===== src/rtl/k_frame_writer_if.sv =====
// Pixel handshake and frame-memory write bus for k_frame_writer.
// The slave modport is the writer itself; the master modport is the pixel source / memory side.
interface k_frame_writer_if #(
   parameter int DATA_W = 8,
   parameter int COL_W  = 8,
   parameter int ROW_W  = 3
);
   logic              pix_valid;
   logic [DATA_W-1:0] pix_data;
   logic              pix_ready;
   logic              mem_we;
   logic [COL_W-1:0]  mem_col;
   logic [ROW_W-1:0]  mem_row;
   logic [DATA_W-1:0] mem_wdata;

   modport slave (
      input  pix_valid,
      input  pix_data,
      output pix_ready,
      output mem_we,
      output mem_col,
      output mem_row,
      output mem_wdata
   );

   modport master (
      output pix_valid,
      output pix_data,
      input  pix_ready,
      input  mem_we,
      input  mem_col,
      input  mem_row,
      input  mem_wdata
   );
endinterface


===== src/rtl/k_frame_writer.sv =====
// Raster frame writer: accepts a pixel stream and writes it row by row into frame memory.
// Optional per-row pulse on row_done is built only when K_FRAME_WRITER_ROW_DONE_EN is defined.
module k_frame_writer #(
   parameter int DATA_W = 8,
   parameter int COL_W  = 8,
   parameter int ROW_W  = 3,
   parameter int COLS   = 240,
   parameter int ROWS   = 8
) (
   input  logic                  clk,
   input  logic                  rst_n,
   input  logic                  start,
   input  logic                  enable,
   k_frame_writer_if.slave       bus,
   output logic                  busy,
   output logic                  frame_done,
   output logic                  row_done
);

   typedef enum logic [1:0] {IDLE, WRITE, DONE} state_t;

   localparam logic [COL_W-1:0] LAST_COL = COL_W'(COLS - 1);
   localparam logic [ROW_W-1:0] LAST_ROW = ROW_W'(ROWS - 1);

   state_t            state_q;
   logic [COL_W-1:0]  colCnt_q;
   logic [COL_W-1:0]  colCnt_d;
   logic [ROW_W-1:0]  rowCnt_q;
   logic [ROW_W-1:0]  rowCnt_d;
   logic              memWe_q;
   logic [COL_W-1:0]  memCol_q;
   logic [ROW_W-1:0]  memRow_q;
   logic [DATA_W-1:0] memWdata_q;
   logic              frameDone_q;
   logic              xfer;
   logic              lastCol;
   logic              lastRow;

   assign bus.pix_ready = (state_q == WRITE) && enable;
   assign xfer          = bus.pix_valid && bus.pix_ready;
   assign lastCol       = (colCnt_q == LAST_COL);
   assign lastRow       = (rowCnt_q == LAST_ROW);

   // Raster advance: column wraps into the next row; the last pixel returns both counters to 0.
   always_comb begin
      colCnt_d = colCnt_q;
      rowCnt_d = rowCnt_q;
      if (xfer) begin
         if (lastCol) begin
            colCnt_d = '0;
            rowCnt_d = lastRow ? '0 : rowCnt_q + 1'b1;
         end else begin
            colCnt_d = colCnt_q + 1'b1;
         end
      end
   end

   always_ff @(posedge clk or negedge rst_n) begin
      if (!rst_n) begin
         state_q     <= IDLE;
         colCnt_q    <= '0;
         rowCnt_q    <= '0;
         memWe_q     <= 1'b0;
         memCol_q    <= '0;
         memRow_q    <= '0;
         memWdata_q  <= '0;
         frameDone_q <= 1'b0;
      end else begin
         memWe_q     <= xfer;
         frameDone_q <= 1'b0;
         if (xfer) begin
            memCol_q   <= colCnt_q;
            memRow_q   <= rowCnt_q;
            memWdata_q <= bus.pix_data;
         end
         case (state_q)
            IDLE: begin
               if (start) begin
                  state_q  <= WRITE;
                  colCnt_q <= '0;
                  rowCnt_q <= '0;
               end
            end
            WRITE: begin
               colCnt_q <= colCnt_d;
               rowCnt_q <= rowCnt_d;
               // DONE lines up with the memory write of the final pixel.
               if (xfer && lastCol && lastRow) begin
                  state_q     <= DONE;
                  frameDone_q <= 1'b1;
               end
            end
            DONE: begin
               state_q <= IDLE;
            end
            default: begin
               state_q <= IDLE;
            end
         endcase
      end
   end

   assign busy          = (state_q != IDLE);
   assign frame_done    = frameDone_q;
   assign bus.mem_we    = memWe_q;
   assign bus.mem_col   = memCol_q;
   assign bus.mem_row   = memRow_q;
   assign bus.mem_wdata = memWdata_q;

`ifdef K_FRAME_WRITER_ROW_DONE_EN
   logic rowDone_q;

   always_ff @(posedge clk or negedge rst_n) begin
      if (!rst_n) begin
         rowDone_q <= 1'b0;
      end else begin
         rowDone_q <= xfer && lastCol;
      end
   end

   assign row_done = rowDone_q;
`else
   assign row_done = 1'b0;
`endif

endmodule

===== src/flat_wrapper.sv =====
// flat-port wrapper written by rule: the top's interface ports become plain ports
module k_frame_writer_flat 
#(
   parameter int DATA_W = 8,
   parameter int COL_W  = 8,
   parameter int ROW_W  = 3,
   parameter int COLS   = 240,
   parameter int ROWS   = 8
)
  (clk, rst_n, start, enable, busy, frame_done, row_done, bus_pix_valid, bus_pix_data, bus_pix_ready, bus_mem_we, bus_mem_col, bus_mem_row, bus_mem_wdata);
  k_frame_writer_if #(.DATA_W(DATA_W), .COL_W(COL_W), .ROW_W(ROW_W)) bus_i ();
  input  logic clk;
  input  logic rst_n;
  input  logic start;
  input  logic enable;
  output logic busy;
  output logic frame_done;
  output logic row_done;
  input wire logic [$bits(bus_i.pix_valid)-1:0] bus_pix_valid;
  input wire logic [$bits(bus_i.pix_data)-1:0] bus_pix_data;
  output wire logic [$bits(bus_i.pix_ready)-1:0] bus_pix_ready;
  output wire logic [$bits(bus_i.mem_we)-1:0] bus_mem_we;
  output wire logic [$bits(bus_i.mem_col)-1:0] bus_mem_col;
  output wire logic [$bits(bus_i.mem_row)-1:0] bus_mem_row;
  output wire logic [$bits(bus_i.mem_wdata)-1:0] bus_mem_wdata;
  assign bus_i.pix_valid = bus_pix_valid;
  assign bus_i.pix_data = bus_pix_data;
  assign bus_pix_ready = bus_i.pix_ready;
  assign bus_mem_we = bus_i.mem_we;
  assign bus_mem_col = bus_i.mem_col;
  assign bus_mem_row = bus_i.mem_row;
  assign bus_mem_wdata = bus_i.mem_wdata;
  k_frame_writer #(.DATA_W(DATA_W), .COL_W(COL_W), .ROW_W(ROW_W), .COLS(COLS), .ROWS(ROWS)) u_core (.clk(clk), .rst_n(rst_n), .start(start), .enable(enable), .bus(bus_i), .busy(busy), .frame_done(frame_done), .row_done(row_done));
endmodule

===== config.mk =====
export PLATFORM = sky130hd
export DESIGN_NAME = k_frame_writer_flat
export DESIGN_NICKNAME = d
export VERILOG_FILES = /design/src/rtl/k_frame_writer_if.sv /design/src/rtl/k_frame_writer.sv /design/src/flat_wrapper.sv
export SDC_FILE = /design/constraint.sdc
export NUM_CORES = 1
export LEC_CHECK = 0
export ABC_AREA = 1
export CORE_UTILIZATION = 40
export DETAILED_ROUTE_END_ITERATION = 10
export PLACE_DENSITY_LB_ADDON = 0.05
export SETUP_SLACK_MARGIN = 0.3
export SYNTH_ARGS = -nofsm -noshare
export SYNTH_HDL_FRONTEND = slang
export SYNTH_SLANG_ARGS = --single-unit

===== constraint.sdc =====
create_clock -name clk -period 1.46 [get_ports clk]
set_input_delay 0.365 -clock clk [delete_from_list [all_inputs] [get_ports clk]]
set_output_delay 0.365 -clock clk [all_outputs]
set_load 0.005 [all_outputs]

==> impl_metrics.py <==
metrics = {
    "job": {
        "cap_violations": 0,
    },
    "synthesis": {
        "yosys_warnings": 0,
        "async_reset_ff_share_pct": 100,
        "syn_avg_cell_area_um2": 8.65,
        "synth_edf_count": 0,
        "netlist-cell-type-count": 25,
        "seq_area_frac_synth_pct": 53.8,
        "synthCells": 183,
        "syn-num-nets": 199,
        "synth-main-ff-cell": "dfrtp_1",
        "synth-seq-cells": 34,
        "syn_area_um2": 1580,
    },
    "worst_setup_path": {
        "arrival_ns": 1.67,
        "rr_worst_depth": 9,
        "r2r_start": "u_core.state_q[1]$_DFFE_PN0P_",
        "startpoint": "u_core.state_q[1]$_DFFE_PN0P_",
        "endpoint_kind": "flip-flop",
        "crit_end": "u_core.colCnt_q[2]$_DFFE_PN0P_",
        "crit_type": "reg -> reg",
        "crit_path_max_fanout": 8,
        "r2r_setup_slack_ns": -0.01,
        "crit_path_start_kind": "flip-flop",
        "crit_required_ns": 1.65,
        "reg2reg_to": "u_core.colCnt_q[2]$_DFFE_PN0P_",
    },
    "grt": {
        "grt_first_pass_wirelength_mm": 6.52,
        "antenna_found_initial": 0,
        "grt_max_degree": 35,
        "grt.total_usage_pct": 20.5,
        "first_global_vias": 1405,
        "grt-ovfl-total": 0,
    },
    "placed_design": {
        "io_buffers": 35,
        "hpwl_mm": 2.40,
        "dp_cells": 270,
        "gp_congestion": 0.875,
        "place_area_um2": 2050,
    },
    "power_and_ir_drop": {
        "internal_power_mw": 2.09,
        "power.share.switching_pct": 33.6,
        "power_frac_clock_pct": 20.1,
        "netSwitchingPower_mw": 1.06,
        "p_leak_nw": 1.35,
        "powerDensity_nw_per_um2": 1230,
        "peakVddDrop_uv": 804,
        "p_seq_share_pct": 43.6,
        "p_comb_share_pct": 36.3,
    },
    "floorplan": {
        "ios": 37,
        "die_y_um": 64.9,
        "dieWidth_um": 64.9,
        "num_rows": 22,
        "start_util_pct": 42.6,
        "core_um2": 3720,
        "die_area_um2": 4210,
    },
    "sta": {
        "tns_ns": -0.0146,
        "timing.final.crit_share_pct": 101,
        "final_max_slew_viol_count": 0,
        "finalCriticalPeriod_ns": 1.47,
        "grt_setup_unrepaired": "true",
        "skew_ns": 0.00987,
        "setup_viol": 1,
        "max_freq_mhz": 678,
        "whs_ns": 0.456,
        "hold_viol_final": 0,
        "setup_ws_ns": -0.0146,
    },
    "cells_and_area": {
        "n_antenna_cell": 0,
        "fin_util_pct": 69.1,
        "instances_no_fill": 303,
        "layout.nets": 271,
        "stdcell_area_um2": 2570,
        "drive_gt1_share_pct": 49.4,
        "area_growth_pct": 62.1,
    },
    "cts": {
        "cts-buffers-inserted": 5,
        "htree_levels": 2,
        "cts_tree": "done",
        "cts.clk_slew.worst_paths_ns": 0.07,
        "clock_latency_ns": 0.28,
        "numClockSinks": 34,
        "clockBufferDepth": 2,
        "clock_tree.root_cell": "clkbuf_8",
    },
    "routing": {
        "drt-initial-drc-count": 57,
        "vias_per_cell": 4.73,
        "wl_met2_mm": 2.05,
        "drt-total-wl_mm": 4.04,
        "wire_per_inst_um": 13.3,
        "drtPass1Iterations": 4,
        "routed.top_layer": "met4",
        "drcViolationCount": 0,
        "wl_met1_mm": 1.76,
        "num_vias": 1433,
        "ant_nets": 0,
        "wl_met3_um": 178,
    },
    "run_status": {
        "status": "finished, violations left",
        "failed_checks": "negative setup slack",
    },
    "min_path": {
        "hold_path.class": "in -> async",
    },
}
-- metal layers --
metal | GRT usage (%) | up-vias
met5 | 0 | -
met4 | 9.44 | 0
met3 | 4.93 | 7
met2 | 32.4 | 34
met1 | 26.4 | 683
li1 | - | 709
-- cell type report --
cell class,count,area [um^2]
Clock buffer,7,76.3
Sequential cell,34,851
Tap cell,48,60.1
Timing Repair Buffer,69,632
Fill cell,276,1150
Inverter,22,101
Multi-Input combinational cell,123,846
-- Yosys cell counts, types with 8 or more instances --
master | n | area (um^2)
dfrtp_1 | 34 | 851
nor2_1 | 10 | 37.5
nand3_1 | 8 | 40.0
nand2_1 | 69 | 259
inv_1 | 17 | 63.8
o21ai_1 | 8 | 40.0
-- registers in the layout, indices dropped and copies added, names as in the netlist --
register / flops
u_core.state_q: 2
u_core.frame_done: 1
u_core.bus.mem_we: 1
u_core.bus.mem_wdata: 8
u_core.colCnt_q: 8
u_core.bus.mem_col: 8
u_core.bus.mem_row: 3
u_core.rowCnt_q: 3
-- cell families after synthesis --
group / after synthesis / share of synthesized area (%)
adders and majority gates: 3 / 2.37
buffers and inverters: 28 / 9.17
other: 1 / 0.237
AOI/OAI and AO/OA: 16 / 6.25
DFF: 34 / 53.8
and+or+nand+nor: 101 / 28.2
-- placed cells by master (no fill, tap or decap), types with 2 or more instances in the layout --
cell / Yosys / layout
buf_12: 0 / 4
buf_2: 1 / 23
buf_4: 1 / 20
buf_6: 3 / 6
clkbuf_1: 0 / 2
clkbuf_8: 0 / 5
clkdlybuf4s50_1: 0 / 11
dfrtp_1: 34 / 34
ha_1: 3 / 2
inv_1: 17 / 15
inv_2: 3 / 3
inv_4: 0 / 2
nand2_1: 69 / 38
nand2_2: 3 / 22
nand2_4: 2 / 11
nand2_8: 0 / 5
nand3_1: 8 / 7
nand3_2: 2 / 2
nand4_1: 3 / 3
nor2_1: 10 / 8
nor2_2: 2 / 4
o21ai_1: 8 / 6
o21ai_2: 3 / 8
-- worst min-delay path by stage --
stage / start / end / depth (start not counted)
after floorplan: rst_n / u_core.bus.mem_col[0]$_DFFE_PN0P_ / 0
after detailed placement: u_core.bus.mem_wdata[3]$_DFFE_PN0P_ / u_core.bus.mem_wdata[3]$_DFFE_PN0P_ / 2
final: rst_n / u_core.colCnt_q[3]$_DFFE_PN0P_ / 2
after global routing: rst_n / u_core.colCnt_q[4]$_DFFE_PN0P_ / 2
after global placement: u_core.bus.mem_wdata[6]$_DFFE_PN0P_ / u_core.bus.mem_wdata[6]$_DFFE_PN0P_ / 2
after CTS: rst_n / u_core.colCnt_q[3]$_DFFE_PN0P_ / 2
-- through the flow --
step	power, mW	setup slack, ns
after global routing	3.38	-0.0843
after detailed placement	2.25	-0.382
after floorplan	1.78	0.288
after CTS	2.98	0.0188
final	3.14	-0.0146
after global placement	2.21	-0.367
-- power groups by stage --
stage               combinational [mW]  sequential, mW  clock, mW
floorplan                        0.432            1.35          0
global placement                 0.855            1.35          0
detailed placement               0.891            1.36          0
CTS                              0.981            1.34      0.650
global route                      1.27            1.41      0.700
finish                            1.14            1.37      0.631
-- worst max-delay path: stages (launching register included) --
cell	delay, ns
dfrtp_1	0.40
buf_6	0.13
inv_4	0.05
buf_4	0.11
nand4_4	0.09
buf_12	0.17
nand2_8	0.13
buf_6	0.13
nand4_1	0.08
o21ai_1	0.10
-- what timing repair did --
item / in CTS / in global routing
pin swaps: 6 / 9
gates resized for setup: 131 / 38
cloned: 4 / 1
setup buffers: 15 / 6
hold buffers: 0 / 0
setup endpoints to repair: 57 / 55
Power figures use the tool's default switching activity.
